--- config.mk ---
export PLATFORM = sky130hd
export DESIGN_NAME = tmds_chan_encoder
export DESIGN_NICKNAME = d
export VERILOG_FILES = /design/src/rtl/hdmi_tmds_pkg.sv /design/src/rtl/tmds_qm_stage.sv /design/src/rtl/tmds_chan_encoder.sv
export SDC_FILE = /design/constraint.sdc
export NUM_CORES = 1
export LEC_CHECK = 0
export ABC_AREA = 1
export CORE_UTILIZATION = 50
export CTS_BUF_LIST = sky130_fd_sc_hd__clkbuf_2
export CTS_CLUSTER_DIAMETER = 50
export DETAILED_ROUTE_END_ITERATION = 10
export PLACE_DENSITY = 0.7
export RECOVER_POWER = 100
export SLEW_MARGIN = 25
export SYNTH_ARGS = -nofsm -noshare
export SYNTH_HDL_FRONTEND = slang
export SYNTH_SLANG_ARGS = --single-unit
--- constraint.sdc ---
create_clock -name pclk -period 9.52 [get_ports pclk]
set_input_delay 1.904 -clock pclk [delete_from_list [all_inputs] [get_ports pclk]]
set_output_delay 1.904 -clock pclk [all_outputs]
set_load 0.1 [all_outputs]
--- src/rtl/hdmi_tmds_pkg.sv ---
// Shared TMDS constants: control tokens, TERC4 table, widths and pipeline side-band record.
// Used by every lane of the HDMI transmit encoder.
package hdmi_tmds_pkg;

    localparam int SYM_W  = 10;
    localparam int DISP_W = 5;

    localparam logic [SYM_W-1:0] CTL_TOKEN_00 = 10'h354;
    localparam logic [SYM_W-1:0] CTL_TOKEN_01 = 10'h0AB;
    localparam logic [SYM_W-1:0] CTL_TOKEN_10 = 10'h154;
    localparam logic [SYM_W-1:0] CTL_TOKEN_11 = 10'h2AB;

    typedef enum logic [1:0] {
        MODE_CTL = 2'd0,
        MODE_AUX = 2'd1,
        MODE_VID = 2'd2
    } tmds_mode_e;

    // Everything that travels alongside the video byte; live marks a symbol
    // that entered the pipe after reset, so flushed slots emit 10'h000.
    typedef struct packed {
        logic       live;
        logic       vde;
        logic       ade;
        logic [3:0] aux;
        logic       c0;
        logic       c1;
    } tmds_side_t;

    localparam tmds_side_t SIDE_IDLE = '{live: 1'b0, vde: 1'b0, ade: 1'b0,
                                         aux: 4'h0, c0: 1'b0, c1: 1'b0};

    function automatic logic [SYM_W-1:0] terc4_lut(input logic [3:0] nib);
        logic [SYM_W-1:0] sym;
        case (nib)
            4'h0:    sym = 10'h29C;
            4'h1:    sym = 10'h263;
            4'h2:    sym = 10'h2E4;
            4'h3:    sym = 10'h2E2;
            4'h4:    sym = 10'h171;
            4'h5:    sym = 10'h11E;
            4'h6:    sym = 10'h18E;
            4'h7:    sym = 10'h13C;
            4'h8:    sym = 10'h2CC;
            4'h9:    sym = 10'h139;
            4'hA:    sym = 10'h19C;
            4'hB:    sym = 10'h2C6;
            4'hC:    sym = 10'h28E;
            4'hD:    sym = 10'h271;
            4'hE:    sym = 10'h163;
            default: sym = 10'h2C3;
        endcase
        return sym;
    endfunction

    function automatic logic [SYM_W-1:0] ctl_token(input logic c1, input logic c0);
        logic [SYM_W-1:0] sym;
        case ({c1, c0})
            2'b00:   sym = CTL_TOKEN_00;
            2'b01:   sym = CTL_TOKEN_01;
            2'b10:   sym = CTL_TOKEN_10;
            default: sym = CTL_TOKEN_11;
        endcase
        return sym;
    endfunction

    function automatic logic [3:0] popcount8(input logic [7:0] v);
        logic [3:0] n;
        n = '0;
        for (int i = 0; i < 8; i++) begin
            n = n + {3'b000, v[i]};
        end
        return n;
    endfunction

endpackage

--- src/rtl/tmds_qm_stage.sv ---
// First two TMDS pipeline stages: byte register with popcount, then the
// transition-minimised q_m word with its ones/zeros counts.
module tmds_qm_stage
    import hdmi_tmds_pkg::*;
(
    input  logic       pclk,
    input  logic       rstin,
    input  logic [7:0] din,
    input  tmds_side_t side_in,
    output logic [8:0] q_m,
    output logic [3:0] n1q,
    output logic [3:0] n0q,
    output tmds_side_t side_out
);

    logic [7:0] din_s1;
    logic [3:0] n1d_s1;
    tmds_side_t side_s1;

    logic       dec1;
    logic [8:0] q_m_nx;
    logic [3:0] n1q_nx;

    always_ff @(posedge pclk) begin
        if (rstin) begin
            din_s1  <= '0;
            n1d_s1  <= '0;
            side_s1 <= SIDE_IDLE;
        end else begin
            din_s1  <= din;
            n1d_s1  <= popcount8(din);
            side_s1 <= side_in;
        end
    end

    // XNOR chain when the byte is ones-heavy, XOR chain otherwise.
    always_comb begin
        dec1      = (n1d_s1 > 4'd4) || ((n1d_s1 == 4'd4) && !din_s1[0]);
        q_m_nx    = '0;
        q_m_nx[0] = din_s1[0];
        for (int i = 1; i < 8; i++) begin
            q_m_nx[i] = dec1 ? ~(q_m_nx[i-1] ^ din_s1[i]) : (q_m_nx[i-1] ^ din_s1[i]);
        end
        q_m_nx[8] = ~dec1;
        n1q_nx    = popcount8(q_m_nx[7:0]);
    end

    always_ff @(posedge pclk) begin
        if (rstin) begin
            q_m      <= '0;
            n1q      <= '0;
            n0q      <= '0;
            side_out <= SIDE_IDLE;
        end else begin
            q_m      <= q_m_nx;
            n1q      <= n1q_nx;
            n0q      <= 4'd8 - n1q_nx;
            side_out <= side_s1;
        end
    end

endmodule

--- src/rtl/tmds_chan_encoder.sv ---
// One TMDS lane: video 8b/10b with DC balance, TERC4 aux, or CTL tokens,
// one 10-bit symbol per pclk with a fixed 3-cycle latency.
module tmds_chan_encoder
    import hdmi_tmds_pkg::*;
#(
    parameter int CNT_W = DISP_W
) (
    input  logic             pclk,
    input  logic             rstin,
    input  logic [7:0]       din,
    input  logic [3:0]       aux,
    input  logic             c0,
    input  logic             c1,
    input  logic             vde,
    input  logic             ade,
    output logic [SYM_W-1:0] dout
);

    localparam logic signed [CNT_W-1:0] TWO = CNT_W'(2);

    tmds_side_t side_in;
    tmds_side_t side_s2;
    logic [8:0] q_m;
    logic [3:0] n1q;
    logic [3:0] n0q;

    logic signed [CNT_W-1:0] cnt;
    logic signed [CNT_W-1:0] cnt_nx;
    logic signed [CNT_W-1:0] n1_s;
    logic signed [CNT_W-1:0] n0_s;
    logic signed [CNT_W-1:0] bal;
    logic [SYM_W-1:0]        vid_sym;
    logic                    dec2;
    logic                    dec3;
    logic                    cnt_pos;
    logic                    cnt_neg;
    tmds_mode_e              mode;

    always_comb begin
        side_in      = SIDE_IDLE;
        side_in.live = 1'b1;
        side_in.vde  = vde;
        side_in.ade  = ade;
        side_in.aux  = aux;
        side_in.c0   = c0;
        side_in.c1   = c1;
    end

    tmds_qm_stage u_qm (
        .pclk     (pclk),
        .rstin    (rstin),
        .din      (din),
        .side_in  (side_in),
        .q_m      (q_m),
        .n1q      (n1q),
        .n0q      (n0q),
        .side_out (side_s2)
    );

    // Video wins over aux, aux wins over control.
    always_comb begin
        if (side_s2.vde) begin
            mode = MODE_VID;
        end else if (side_s2.ade) begin
            mode = MODE_AUX;
        end else begin
            mode = MODE_CTL;
        end
    end

    // Disparity math is signed; the counts are zero-extended first.
    always_comb begin
        n1_s    = CNT_W'(n1q);
        n0_s    = CNT_W'(n0q);
        bal     = n1_s - n0_s;
        cnt_neg = cnt[CNT_W-1];
        cnt_pos = !cnt[CNT_W-1] && (cnt != '0);
        dec2    = (cnt == '0) || (n1q == n0q);
        dec3    = (cnt_pos && (n1q > n0q)) || (cnt_neg && (n0q > n1q));
        vid_sym = '0;
        cnt_nx  = cnt;
        if (dec2) begin
            vid_sym = {~q_m[8], q_m[8], q_m[8] ? q_m[7:0] : ~q_m[7:0]};
            cnt_nx  = q_m[8] ? (cnt + bal) : (cnt - bal);
        end else if (dec3) begin
            vid_sym = {1'b1, q_m[8], ~q_m[7:0]};
            cnt_nx  = cnt + (q_m[8] ? TWO : '0) - bal;
        end else begin
            vid_sym = {1'b0, q_m[8], q_m[7:0]};
            cnt_nx  = cnt + bal - (q_m[8] ? '0 : TWO);
        end
    end

    always_ff @(posedge pclk) begin
        if (rstin || !side_s2.live) begin
            dout <= '0;
            cnt  <= '0;
        end else begin
            case (mode)
                MODE_VID: begin
                    dout <= vid_sym;
                    cnt  <= cnt_nx;
                end
                MODE_AUX: begin
                    dout <= terc4_lut(side_s2.aux);
                    cnt  <= '0;
                end
                default: begin
                    dout <= ctl_token(side_s2.c1, side_s2.c0);
                    cnt  <= '0;
                end
            endcase
        end
    end

endmodule

==> run_results.csv <==
group,metric,value,unit
setup_path,critPathBufInv,4,
setup_path,worstPathRequired,9960,ps
sta,period_minus_slack,4700,ps
setup_path,r2r-end,"u_qm.n0q[3]$_SDFF_PP0_",
route,remaining_drc_errors,0,
yosys,synth_edf_count,0,
run_status,violations,"max-capacitance violations, max-slew violations",
global_routing,grt-ovfl-total,0,
setup_path,critPathLaunch,"rstin",
clock_network,root_buffer,"clkbuf_2",
setup_path,worstPathArrival,5140,ps
setup_path,cpLargestDelayFamily,"buffers and inverters",
sta,tightest_slew,1760,ps
layout,utilization,0.580,
route,avgRoutedWirePerCell,10.3,um
floorplanning,die-area,7980,sq um
power,leakage,0.00214,uW
yosys,synthArstFlopShare,0,
sta,slew_headroom,-0.170,
layout,layout-drive-gt1-share,0.0957,
yosys,synthesis.nets,542,
global_routing,grt.total_usage,0.182,
clock_network,holdBufCountCts,0,
layout,area_growth,11.4,%
yosys,synth_cell_type_count,37,
global_routing,grt_max_degree,44,
yosys,netlist_area,3810,sq um
power,worst_ir_drop_vdd,128,uV
floorplanning,core,7330,sq um
placement,port_buffers,27,
sta,maxSlewViolCount,44,
yosys,avgSynthCellArea,8.00,sq um
clock_network,clk_latency,490,ps
setup_path,crit_path_end_kind,"flip-flop",
route,dr.pass1.iters,4,
sta,finalCritPeriodShare,0.494,
yosys,yosysSeqAreaShare,0.346,
placement,gp_congestion,0.833,
sta,max_freq,213,MHz
power,power_density,274,nW/um^2
flow_run,max_cap_violations,1,
setup_path,critPathMaxFanout,43,
setup_path,crit_slowest_cell,"clkbuf_1",
floorplanning,initial_utilization,0.520,
sta,fin_tns_setup,0,ps
yosys,synth_warnings,0,
clock_network,clock_sinks,66,
layout,antenna_cells,0,
clock_network,cts.repair.resized,0,
clock_network,h-tree-depth,3,
setup_path,startpoint_type,"input port",
hold_path,holdCritPathClass,"reg -> reg",
setup_path,r2r_cells,17,
layout,nFillCells,654,
sta,setup_viol,0,
sta,skew,25.6,ps
setup_path,path_class,"in -> reg",
setup_path,worstPathCellList,"dlygate4sd3_1 -> clkbuf_1 -> inv_1 -> nand2_1 -> ha_1 -> inv_1 -> nand2_1 -> nand2_1 -> a21oi_1 -> a21oi_1",
clock_network,numCtsBuffers,9,
route,num_vias,2874,
route,finalWirelength,6.31,mm
clock_network,post_cts_buffers,0,
setup_path,r2r-start,"u_qm.din_s1[0]$_SDFF_PP0_",
yosys,syn_inst,477,
yosys,synth_top_flop_cell,"dfxtp_1",
route,ant_nets,0,
sta,hold_viol,0,
setup_path,path_depth,10,
floorplanning,num_rows,31,
floorplanning,chipHeight,89.4,um
global_routing,grt_pass1_wl,11.0,mm
setup_path,critPathMostFrequentCell,"nand2_1",
sta,rsz0062_at_grt,"no",
setup_path,reg2reg_setup_slack,5460,ps
yosys,synth-seq-cells,66,
layout,final_common_cell,"inv_1",
layout,most-common-layout-cells,"93 x inv_1, 74 x nand2_1, 66 x dfxtp_1",
placement,hpwl,5.14,mm
route,drt_iter0_markers,105,
global_routing,grt_pass1_vias,2661,
route,via_per_inst,4.70,
layout,fin_nets,573,
run_status,status,"finished, violations left",
setup_path,cpPeakStageDelay,1260,ps
clock_network,cts_tree,"done",
clock_network,clk_pin_slew,190,ps
floorplanning,die_w,89.4,um
clock_network,clockBufferDepth,2,
floorplanning,pin_count,28,
global_routing,grt_antenna_before_repair,0,
logic make-up (layout without fill, tap and decap cells):
group,Yosys count,in the layout,share of synthesized area
buffers and inverters,108,143,0.112
AOI/OAI and AO/OA,62,62,0.0935
and+or+nand+nor,176,176,0.227
xor gates and xnor gates,18,18,0.0413
adders and majority gates,47,47,0.180
DFF,66,66,0.346
report_power, final:
group	internal (uW)	switching, uW	total [uW]
combinational	276	416	692
clock	57.3	96.2	154
sequential	307	11.2	318
total	640	523	1160
cell usage after synthesis (8+ instances only):
library cell / number / area share
o21bai_1: 8 / 0.016
xnor2_1: 12 / 0.028
fa_1: 13 / 0.068
a21oi_1: 26 / 0.034
inv_1: 93 / 0.092
dfxtp_1: 66 / 0.35
nand2_4: 8 / 0.024
nor2_1: 50 / 0.049
nand2_2: 12 / 0.020
nand3_1: 15 / 0.020
nand2_1: 72 / 0.071
ha_1: 34 / 0.11
o21ai_0: 17 / 0.022
through the flow:
step	power, uW	setup slack (ps)	cell area [sq um]	cells	hold slack [ps]
detailed placement	1020	4820	4170	596	396
global placement	998	4890	4170	596	395
finish	1160	4820	4250	611	415
CTS	1180	5340	4270	611	418
global route	1300	4520	4250	611	445
floorplan	895	5380	3810	477	388
cell type report:
| cell class | count | area (sq um) | area share |
|---|---|---|---|
| well taps | 99 | 124 | 0.0291 |
| clock buffers | 9 | 45.0 | 0.0106 |
| clock inverters | 6 | 58.8 | 0.0138 |
| inverters | 100 | 375 | 0.0883 |
| flip-flops and latches | 66 | 1320 | 0.311 |
| repair buffers | 28 | 274 | 0.0644 |
| multi-input cells | 303 | 2050 | 0.483 |
routing by layer:
metal | routed length (um) | part of all wire | vias to the layer above | track usage
met5 | 0 | 0 | - | 0
met4 | 104 | 0.016 | 0 | 0.0823
met3 | 295 | 0.047 | 10 | 0.0406
met2 | 2950 | 0.47 | 58 | 0.308
met1 | 2960 | 0.47 | 1281 | 0.221
li1 | - | - | 1525 | -
worst register-to-register path, cell delays in order (launching register included):
cell and delay, ps:
dfxtp_1 450, nand2_1 80, nand2_1 90, nand2_1 180, xor2_1 230, inv_1 60
ha_1 270, inv_1 50, fa_1 520, inv_1 50, fa_1 460, fa_1 420
fa_1 390, or2_2 310, nand2_1 100, nor3_1 60, o21ai_0 170, inv_1 50
worst min-delay path by stage:
stage                          startpoint                           to  slack, ps  depth (start not counted)
6_report          u_qm.side_s1[8]$_DFF_P_  u_qm.side_out[8]$_SDFF_PP0_        410                          2
5_1_grt        u_qm.side_s1[7]$_SDFF_PP0_  u_qm.side_out[7]$_SDFF_PP0_        440                          2
4_1_cts           u_qm.side_s1[8]$_DFF_P_  u_qm.side_out[8]$_SDFF_PP0_        420                          2
3_5_place_dp      u_qm.side_s1[8]$_DFF_P_  u_qm.side_out[8]$_SDFF_PP0_        400                          2
3_3_place_gp   u_qm.side_s1[0]$_SDFF_PP0_  u_qm.side_out[0]$_SDFF_PP0_        390                          2
2_1_floorplan  u_qm.side_s1[0]$_SDFF_PP0_  u_qm.side_out[0]$_SDFF_PP0_        390                          2
Power figures use the tool's default switching activity.
